File: src/rtl/mips_ctrl_pkg.sv
// ---------------------------------------------------------------------------
// mips_ctrl_pkg : shared encodings for the multi-cycle MIPS control unit
// Rev 1.0
// ---------------------------------------------------------------------------
`default_nettype none

package mips_ctrl_pkg;

   typedef enum logic [3:0] {
      S_FETCH    = 4'd0,
      S_DECODE   = 4'd1,
      S_MEMADR   = 4'd2,
      S_MEMRD    = 4'd3,
      S_MEMWB    = 4'd4,
      S_MEMWR    = 4'd5,
      S_RTYPE_EX = 4'd6,
      S_RTYPE_WB = 4'd7,
      S_BRANCH   = 4'd8,
      S_IMM_EX   = 4'd9,
      S_IMM_WB   = 4'd10,
      S_JUMP     = 4'd11,
      S_JAL      = 4'd12
   } state_e;

   localparam logic [5:0] OP_RTYPE = 6'b000000;
   localparam logic [5:0] OP_J     = 6'b000010;
   localparam logic [5:0] OP_JAL   = 6'b000011;
   localparam logic [5:0] OP_BEQ   = 6'b000100;
   localparam logic [5:0] OP_BNE   = 6'b000101;
   localparam logic [5:0] OP_ADDI  = 6'b001000;
   localparam logic [5:0] OP_SLTI  = 6'b001010;
   localparam logic [5:0] OP_ANDI  = 6'b001100;
   localparam logic [5:0] OP_ORI   = 6'b001101;
   localparam logic [5:0] OP_LW    = 6'b100011;
   localparam logic [5:0] OP_SW    = 6'b101011;

   localparam logic [5:0] FN_ADD = 6'b100000;
   localparam logic [5:0] FN_SUB = 6'b100010;
   localparam logic [5:0] FN_AND = 6'b100100;
   localparam logic [5:0] FN_OR  = 6'b100101;
   localparam logic [5:0] FN_SLT = 6'b101010;

   localparam logic [2:0] ALU_AND = 3'b000;
   localparam logic [2:0] ALU_OR  = 3'b001;
   localparam logic [2:0] ALU_ADD = 3'b010;
   localparam logic [2:0] ALU_SUB = 3'b110;
   localparam logic [2:0] ALU_SLT = 3'b111;

   localparam logic [1:0] SRCB_B      = 2'd0;
   localparam logic [1:0] SRCB_FOUR   = 2'd1;
   localparam logic [1:0] SRCB_IMM    = 2'd2;
   localparam logic [1:0] SRCB_IMM_SH = 2'd3;

   localparam logic [1:0] REGDST_RT = 2'd0;
   localparam logic [1:0] REGDST_RD = 2'd1;
   localparam logic [1:0] REGDST_RA = 2'd2;

   localparam logic [1:0] WB_ALUOUT = 2'd0;
   localparam logic [1:0] WB_MDR    = 2'd1;
   localparam logic [1:0] WB_PC     = 2'd2;

   localparam logic [1:0] PCSRC_ALU    = 2'd0;
   localparam logic [1:0] PCSRC_ALUOUT = 2'd1;
   localparam logic [1:0] PCSRC_JUMP   = 2'd2;

   typedef struct packed {
      logic       pc_write;
      logic       pc_write_cond;
      logic       pc_write_cond_ne;
      logic       iord;
      logic       mem_read;
      logic       mem_write;
      logic       ir_write;
      logic [1:0] reg_dst;
      logic [1:0] mem_to_reg;
      logic       reg_write;
      logic       alu_src_a;
      logic [1:0] alu_src_b;
      logic       ext_zero;
      logic [1:0] pc_source;
      logic [2:0] alu_control;
      logic       instr_done;
      logic       illegal_instr;
   } ctrl_t;

endpackage

`default_nettype wire

File: src/rtl/alu_decoder.sv
// ---------------------------------------------------------------------------
// alu_decoder : funct / immediate-opcode to ALU operation and extend mode
// Rev 1.0
// ---------------------------------------------------------------------------
`default_nettype none

module alu_decoder
   import mips_ctrl_pkg::*;
#(
   parameter int OPCODE_W = 6,
   parameter int FUNCT_W  = 6
) (
   input  logic [OPCODE_W-1:0] opcode,
   input  logic [FUNCT_W-1:0]  funct,
   input  logic                use_funct,
   output logic [2:0]          alu_op,
   output logic                ext_zero,
   output logic                funct_illegal
);

   always_comb begin
      alu_op        = ALU_ADD;
      ext_zero      = 1'b0;
      funct_illegal = 1'b0;
      if (use_funct) begin
         case (funct)
            FN_ADD:  alu_op = ALU_ADD;
            FN_SUB:  alu_op = ALU_SUB;
            FN_AND:  alu_op = ALU_AND;
            FN_OR:   alu_op = ALU_OR;
            FN_SLT:  alu_op = ALU_SLT;
            default: funct_illegal = 1'b1;
         endcase
      end else begin
         // Logical immediates are zero-extended, arithmetic ones sign-extended
         case (opcode)
            OP_ANDI: begin
               alu_op   = ALU_AND;
               ext_zero = 1'b1;
            end
            OP_ORI: begin
               alu_op   = ALU_OR;
               ext_zero = 1'b1;
            end
            OP_SLTI: alu_op = ALU_SLT;
            default: alu_op = ALU_ADD;
         endcase
      end
   end

endmodule

`default_nettype wire

File: src/rtl/multicycle_control.sv
// ---------------------------------------------------------------------------
// multicycle_control : FSM sequencing fetch/decode/execute/memory/writeback
// Rev 1.0
// ---------------------------------------------------------------------------
`default_nettype none

module multicycle_control
   import mips_ctrl_pkg::*;
#(
   parameter int OPCODE_W      = 6,
   parameter int FUNCT_W       = 6,
   parameter int ALUCTL_W      = 3,
   parameter int MEM_HANDSHAKE = 1
) (
   input  logic                clk,
   input  logic                reset,
   input  logic [OPCODE_W-1:0] opcode,
   input  logic [FUNCT_W-1:0]  funct,
   input  logic                mem_ready,
   output logic                pc_write,
   output logic                pc_write_cond,
   output logic                pc_write_cond_ne,
   output logic                iord,
   output logic                mem_read,
   output logic                mem_write,
   output logic                ir_write,
   output logic [1:0]          reg_dst,
   output logic [1:0]          mem_to_reg,
   output logic                reg_write,
   output logic                alu_src_a,
   output logic [1:0]          alu_src_b,
   output logic                ext_zero,
   output logic [1:0]          pc_source,
   output logic [ALUCTL_W-1:0] alu_control,
   output logic                instr_done,
   output logic                illegal_instr,
   output logic [3:0]          state
);

   state_e     state_q, state_d;
   ctrl_t      w_ctrl, w_out;
   logic       w_ready;
   logic       w_use_funct;
   logic [2:0] w_dec_alu;
   logic       w_dec_ext;
   logic       w_dec_illegal;

   generate
      if (MEM_HANDSHAKE != 0) begin : g_handshake
         assign w_ready = mem_ready;
      end else begin : g_no_handshake
         logic w_unused_ready;
         assign w_unused_ready = mem_ready;
         assign w_ready        = 1'b1;
      end
   endgenerate

   assign w_use_funct = (state_q == S_RTYPE_EX) || (state_q == S_RTYPE_WB);

   alu_decoder #(
      .OPCODE_W (OPCODE_W),
      .FUNCT_W  (FUNCT_W)
   ) u_alu_decoder (
      .opcode        (opcode),
      .funct         (funct),
      .use_funct     (w_use_funct),
      .alu_op        (w_dec_alu),
      .ext_zero      (w_dec_ext),
      .funct_illegal (w_dec_illegal)
   );

   always_ff @(posedge clk) begin
      if (reset) state_q <= S_FETCH;
      else       state_q <= state_d;
   end

   always_comb begin
      state_d = state_q;
      w_ctrl  = '0;
      case (state_q)
         S_FETCH: begin
            w_ctrl.mem_read    = 1'b1;
            w_ctrl.alu_src_b   = SRCB_FOUR;
            w_ctrl.alu_control = ALU_ADD;
            if (w_ready) begin
               w_ctrl.ir_write = 1'b1;
               w_ctrl.pc_write = 1'b1;
               state_d         = S_DECODE;
            end
         end
         S_DECODE: begin
            // ALUOut captures the branch target while the opcode is decoded
            w_ctrl.alu_src_b   = SRCB_IMM_SH;
            w_ctrl.alu_control = ALU_ADD;
            case (opcode)
               OP_LW, OP_SW:                     state_d = S_MEMADR;
               OP_RTYPE:                         state_d = S_RTYPE_EX;
               OP_BEQ, OP_BNE:                   state_d = S_BRANCH;
               OP_ADDI, OP_ANDI, OP_ORI, OP_SLTI: state_d = S_IMM_EX;
               OP_J:                             state_d = S_JUMP;
               OP_JAL:                           state_d = S_JAL;
               default: begin
                  w_ctrl.illegal_instr = 1'b1;
                  state_d              = S_FETCH;
               end
            endcase
         end
         S_MEMADR: begin
            w_ctrl.alu_src_a   = 1'b1;
            w_ctrl.alu_src_b   = SRCB_IMM;
            w_ctrl.alu_control = ALU_ADD;
            if (opcode == OP_LW)      state_d = S_MEMRD;
            else if (opcode == OP_SW) state_d = S_MEMWR;
            else                      state_d = S_FETCH;
         end
         S_MEMRD: begin
            w_ctrl.mem_read = 1'b1;
            w_ctrl.iord     = 1'b1;
            if (w_ready) state_d = S_MEMWB;
         end
         S_MEMWB: begin
            w_ctrl.reg_write  = 1'b1;
            w_ctrl.mem_to_reg = WB_MDR;
            w_ctrl.reg_dst    = REGDST_RT;
            w_ctrl.instr_done = 1'b1;
            state_d           = S_FETCH;
         end
         S_MEMWR: begin
            w_ctrl.mem_write = 1'b1;
            w_ctrl.iord      = 1'b1;
            if (w_ready) begin
               w_ctrl.instr_done = 1'b1;
               state_d           = S_FETCH;
            end
         end
         S_RTYPE_EX: begin
            w_ctrl.alu_src_a   = 1'b1;
            w_ctrl.alu_src_b   = SRCB_B;
            w_ctrl.alu_control = w_dec_alu;
            if (w_dec_illegal) begin
               w_ctrl.illegal_instr = 1'b1;
               state_d              = S_FETCH;
            end else begin
               state_d = S_RTYPE_WB;
            end
         end
         S_RTYPE_WB: begin
            w_ctrl.reg_write   = 1'b1;
            w_ctrl.reg_dst     = REGDST_RD;
            w_ctrl.mem_to_reg  = WB_ALUOUT;
            w_ctrl.alu_control = w_dec_alu;
            w_ctrl.instr_done  = 1'b1;
            state_d            = S_FETCH;
         end
         S_BRANCH: begin
            w_ctrl.alu_src_a        = 1'b1;
            w_ctrl.alu_src_b        = SRCB_B;
            w_ctrl.alu_control      = ALU_SUB;
            w_ctrl.pc_source        = PCSRC_ALUOUT;
            w_ctrl.pc_write_cond    = (opcode == OP_BEQ);
            w_ctrl.pc_write_cond_ne = (opcode == OP_BNE);
            w_ctrl.instr_done       = 1'b1;
            state_d                 = S_FETCH;
         end
         S_IMM_EX: begin
            w_ctrl.alu_src_a   = 1'b1;
            w_ctrl.alu_src_b   = SRCB_IMM;
            w_ctrl.alu_control = w_dec_alu;
            w_ctrl.ext_zero    = w_dec_ext;
            state_d            = S_IMM_WB;
         end
         S_IMM_WB: begin
            w_ctrl.reg_write  = 1'b1;
            w_ctrl.reg_dst    = REGDST_RT;
            w_ctrl.mem_to_reg = WB_ALUOUT;
            w_ctrl.instr_done = 1'b1;
            state_d           = S_FETCH;
         end
         S_JUMP: begin
            w_ctrl.pc_write   = 1'b1;
            w_ctrl.pc_source  = PCSRC_JUMP;
            w_ctrl.instr_done = 1'b1;
            state_d           = S_FETCH;
         end
         S_JAL: begin
            // PC still holds PC+4 here, so r31 gets the return address
            w_ctrl.pc_write   = 1'b1;
            w_ctrl.pc_source  = PCSRC_JUMP;
            w_ctrl.reg_write  = 1'b1;
            w_ctrl.reg_dst    = REGDST_RA;
            w_ctrl.mem_to_reg = WB_PC;
            w_ctrl.instr_done = 1'b1;
            state_d           = S_FETCH;
         end
         default: state_d = S_FETCH;
      endcase
   end

   assign w_out = reset ? '0 : w_ctrl;

   assign pc_write         = w_out.pc_write;
   assign pc_write_cond    = w_out.pc_write_cond;
   assign pc_write_cond_ne = w_out.pc_write_cond_ne;
   assign iord             = w_out.iord;
   assign mem_read         = w_out.mem_read;
   assign mem_write        = w_out.mem_write;
   assign ir_write         = w_out.ir_write;
   assign reg_dst          = w_out.reg_dst;
   assign mem_to_reg       = w_out.mem_to_reg;
   assign reg_write        = w_out.reg_write;
   assign alu_src_a        = w_out.alu_src_a;
   assign alu_src_b        = w_out.alu_src_b;
   assign ext_zero         = w_out.ext_zero;
   assign pc_source        = w_out.pc_source;
   assign alu_control      = ALUCTL_W'(w_out.alu_control);
   assign instr_done       = w_out.instr_done;
   assign illegal_instr    = w_out.illegal_instr;
   assign state            = state_q;

endmodule

`default_nettype wire
File: config.mk
export PLATFORM = sky130hd
export DESIGN_NAME = multicycle_control
export DESIGN_NICKNAME = d
export VERILOG_FILES = /design/src/rtl/mips_ctrl_pkg.sv /design/src/rtl/alu_decoder.sv /design/src/rtl/multicycle_control.sv
export SDC_FILE = /design/constraint.sdc
export NUM_CORES = 1
export LEC_CHECK = 0
export ABC_AREA = 0
export ABC_CLOCK_PERIOD_IN_PS = 1840
export BUFFER_PORTS_ARGS = -buffer_cell sky130_fd_sc_hd__buf_2
export CAP_MARGIN = 10
export CORE_ASPECT_RATIO = 1.4
export CORE_MARGIN = 10
export CORE_UTILIZATION = 47
export CTS_CLUSTER_SIZE = 30
export DETAILED_ROUTE_END_ITERATION = 12
export PLACE_DENSITY = 0.88
export REMOVE_ABC_BUFFERS = 1
export SYNTH_ARGS = -nofsm -noshare
export SYNTH_HDL_FRONTEND = slang
export SYNTH_SLANG_ARGS = --single-unit
export TNS_END_PERCENT = 100
File: constraint.sdc
create_clock -name clk -period 1.84 [get_ports clk]
set_input_delay 0.184 -clock clk [delete_from_list [all_inputs] [get_ports clk]]
set_output_delay 0.184 -clock clk [all_outputs]
set_load 0.02 [all_outputs]
======== Word level (Yosys, flattened, before mapping) ========
Index checks and enable logic that the tools add are counted.
storage, ports and cells
  bits in registers ....................... 4
  input bits .............................. 15
  output and inout bits ................... 27
operators by class
  equal/unequal tests ..................... 30
  muxes and demuxes ....................... 33
  reduce and logical (&&, ||, !) cells .... 18
operator list
  cell                count
  $eq 6x6->1 const B  7
  $pmux 4 s7          1
  $eq 6x4->1 const B  4
  $pmux 4 s6          1
  $mux 23             1
  $eq 4x4->1 const B  5
  $pmux 5 s4          1
  $pmux 3 s3          2
  $eq 4x3->1 const B  4
  $mux 4              4
  $reduce_or 2->1     7
  $mux 1              13
  $eq 6x2->1 const B  2
  $eq 6x3->1 const B  2
  $pmux 3 s4          1
  $reduce_or 11->1    1
  $mux 3              3
  $eq 4x2->1 const B  2
  $reduce_or 4->1     2
  $logic_not 6->1     1
  $ne 2x2->1 const B  3
  $pmux 1 s2          3
  $pmux 2 s3          1
  $reduce_or 3->1     2
  other kinds (8)     8

======== Longest topological paths before layout ========
  word-level depth ........................ 7
  depth in mapped cells ................... 6
  gate-level depth less buffers ........... 4

======== By module ========
Synthesis repeated with hierarchy kept, for this count alone.
second synthesis, totals
  cells, all modules ...................... 137
  area total of the unflattened synthesis .. 900.9 sq um
by module, submodules not included
  module              times used  cells an instance  area each (sq um)  sequential area each (sq um)
  multicycle_control  1           119                768.2              80.1
  alu_decoder         1           18                 132.6              0.0

======== Worst setup path before layout ========
OpenSTA, ideal clock, no wires.
  path kind ............................... register to output
  start ................................... register state_q[0] (netlist: state[0])
  end ..................................... output port mem_read
  arrival ................................. 1.968 ns
  data required time ...................... 1.656 ns
  path slack .............................. -0.312 ns
  cell stages (with the launch flop) ...... 5
  path buffers ............................ 1
  cell sequence ........................... dfxtp_1 buf_2 nand2b_1 nand2_1 a2111oi_0
between the ends
  word-level cells in the longest chain between the ends .. 4
  elaborated cells between the ends (all ways) .. 5
  those cells by class .................... 1 x eq/ne; 2 x mux; 2 x reduce/logical
RTL lines
  item                                           line                       RTL
  start: declaration                             multicycle_control.sv:40   state_e state_q, state_d;
  start signal: assignment                       multicycle_control.sv:74   else state_q <= state_d;
  $eq 4x2->1 or $logic_not 4->1 (tied branches)  multicycle_control.sv:80   case (state_q)
  $reduce_or 2->1 (no line) *                    --
  $mux 1 *                                       multicycle_control.sv:80
  $mux 23 *                                      multicycle_control.sv:199  assign w_out = reset ? '0 : w_ctrl;
  end: declaration                               multicycle_control.sv:24   output logic mem_read,
Mark *: on every way between the ends. The rest lies on a longest branch, timed or not.

======== Worst setup path after layout ========
  start ................................... register state_q[1] (netlist: state[1])
  end ..................................... output port pc_write_cond_ne
between the ends
  word-level cells in the longest chain between the ends .. 3
RTL lines
  item              line                       RTL
  $eq 4x4->1        multicycle_control.sv:80
  $mux 2            multicycle_control.sv:80
  $mux 23           multicycle_control.sv:199
  end: declaration  multicycle_control.sv:22   output logic pc_write_cond_ne,
No other way between the ends.

==> impl_metrics.env <==
export IMPL_clkTransAtPathRegs_ns=0.04
export IMPL_setup_violations=4
export IMPL_final_hold_viol_count=0
export IMPL_clock_fmax_mhz=506
export IMPL_fin_skew_ns=0.0133
export IMPL_syn_inst=144
export IMPL_diodes=0
export IMPL_grt_pass1_vias=1393
export IMPL_h_tree_depth=1
export IMPL_gp_congestion=1.02
export IMPL_die_area_um2=4160
export IMPL_min_period_over_period_pct=107
export IMPL_final_common_cell="buf_2"
export IMPL_drive_above_1_share_pct=44.8
export IMPL_drtPass1Iterations=6
export IMPL_async_flop_share_pct=0
export IMPL_ys_warn_count=0
export IMPL_drt_wirelength_per_cell_um=19.9
export IMPL_worst_slack_ns=-0.136
export IMPL_tightest_slew_ns=0.564
export IMPL_ctsHoldBuffers=0
export IMPL_synth_seq_cells=4
export IMPL_syn_cell_area_um2=923
export IMPL_synth_seq_area_share_pct=8.67
export IMPL_worst_setup_path_start_kind="flop"
export IMPL_hold_class="input port to flop"
export IMPL_yosys_top_cells_area="nor2_1, dfxtp_1, nor3_1, a21oi_1, nand2b_1"
export IMPL_critical_path_required_ns=1.66
export IMPL_hpwlAfterDp_um=2760
export IMPL_die_width_um=57.5
export IMPL_grt_usage_pct=17.5
export IMPL_drtIter0Drc=136
export IMPL_slew_viol_final=0
export IMPL_clock_sinks=4
export IMPL_row_count=18
export IMPL_rsz0062_at_grt="true"
export IMPL_drv_cap=0
export IMPL_cts_tree="yes"
export IMPL_wl_um=4220
export IMPL_min_period_ns=1.98
export IMPL_fp_coreArea_um2=1820
export IMPL_cp_arrival_ns=1.79
export IMPL_yosysUniqueCellTypes=49
export IMPL_crit_type="flop to primary output"
export IMPL_nFillCells=142
export IMPL_synth_top_area_share_pct=9.35
export IMPL_finish_utilization_pct=74.7
export IMPL_dr_total_vias=1414
export IMPL_postSynthAreaPerCell_um2=6.41
export IMPL_end_kind="primary output"
export IMPL_status="complete, but fails checks"
export IMPL_synth_top_cell_by_area="nor2_1"
export IMPL_power_w=0.000467
export IMPL_route_detailed_drc=0
export IMPL_antenna_found_initial=0
export IMPL_grt_pass1_wl_um=6160
export IMPL_mostFrequentLayoutCells="buf_2, nor2_1, buf_4, nor3_1, a21oi_1"
export IMPL_clkLatencyLatePin_ns=0.27
export IMPL_die_height_um=72.4
export IMPL_ant_nets=0
export IMPL_peakVddDrop_uv=223
export IMPL_grt_start_max_net_pins=20
export IMPL_area_delta_synth_final_pct=47.6
export IMPL_portBuffers=41
export IMPL_synth_edf_count=0
export IMPL_relSlewSlack_pct=62.3
export IMPL_numCtsBuffers=3
export IMPL_ys_flop_type="dfxtp_1"
export IMPL_grt_ovfl_total=0
export IMPL_crit_fanout=2
export IMPL_cts_path_max_buffers=2
export IMPL_vias_per_cell=6.67
export IMPL_largest_register_ffs=4
export IMPL_io_pins=42
export IMPL_violations="negative setup slack"
export IMPL_cts_root_buffer="clkbuf_4"
export IMPL_leakage_nw=0.583
export IMPL_nets=209
export IMPL_initial_core_util_pct=50.6
export IMPL_power_density_nw_per_um2=343
area by class of cell:
class / count / area, um^2 / share of cell area [%]
timing repair buffer: 59 / 369 / 27.1
sequential: 4 / 88.8 / 6.52
clock buffer: 3 / 22.5 / 1.65
inverter: 7 / 33.8 / 2.48
tap: 20 / 25.0 / 1.84
multi-input combinational: 119 / 823 / 60.4
report_power, final:
part	internal, W	total [W]	leakage (nW)	switching [W]
logic	0.0000986	0.000238	0.535	0.000139
registers	0.0000899	0.0000975	0.0344	0.00000757
clock network	0.0000744	0.000131	0.0138	0.0000571
total	0.000263	0.000467	0.583	0.000204
final timing paths:
check	startpoint	endpoint	slack (ns)	depth (start not counted)
setup / recovery	state[1]	pc_write_cond_ne	-0.14	5
hold reg to reg	state[1]	state[3]	0.69	3
hold / removal	opcode[4]	state[3]	0.35	4
setup reg to reg	state[2]	state[0]	0.34	5
repair_timing:
| item | in CTS | in global routing |
|---|---|---|
| resized for setup | 10 | 24 |
| endpoints found under the setup margin | 6 | 14 |
| buffers inserted | 2 | 4 |
| pin swaps | 2 | 5 |
synth_stat cells, types with 2 or more instances:
cell type   n
clkbuf_1    3
a22oi_1     2
buf_4       2
nor2_1     23
buf_2       5
inv_1       4
dfxtp_1     4
xor2_1      2
o21ai_0     5
clkinv_1    2
or3_1       5
or3b_1      2
nand2_1     5
a211oi_1    3
a32oi_1     2
a21oi_1     9
a2111oi_0   2
nand2b_1    7
o21ai_1     4
nor4_1      5
o32ai_1     2
nand3b_1    3
mux2i_1     2
nor3b_1     3
buf_1       3
nand2b_4    2
nor2b_1     2
nor3_1     10
critical path: stages (launching register included):
cell	delay, ns
dfxtp_2	0.32
nand2b_4	0.14
or3_4	0.36
or4_4	0.48
nor2_4	0.11
buf_6	0.12
metal layers:
layer  global-route usage (%)  vias up  share of wire, %
li1                         -      624                 -
met1                     17.4      627                34
met2                     31.0      123                48
met3                     4.53       40                10
met4                     11.3        0               7.4
met5                        0        -                 0
cells by family after synthesis:
| group | share of synthesized area [%] |
|---|---|
| AND/OR/NAND/NOR | 44.0 |
| AO/OA/AOI/OAI | 30.2 |
| buffers and inverters | 10.8 |
| flip-flops | 8.67 |
| XOR/XNOR | 2.85 |
| multiplexers | 3.39 |
per-stage QoR:
stage / instance area, um^2 / TNS (ns) / worst slack (ns) / hold WS (ns) / instances
detailed placement: 1170 / 0 / 0.0619 / 0.603 / 203
global placement: 1170 / 0 / 0.121 / 0.590 / 203
floorplan: 850 / -1.85 / -0.569 / 0.253 / 130
CTS: 1250 / -0.275 / -0.138 / 0.347 / 208
global route: 1360 / -0.500 / -0.164 / 0.384 / 212
finish: 1360 / -0.299 / -0.136 / 0.352 / 212
Power figures use the tool's default switching activity.
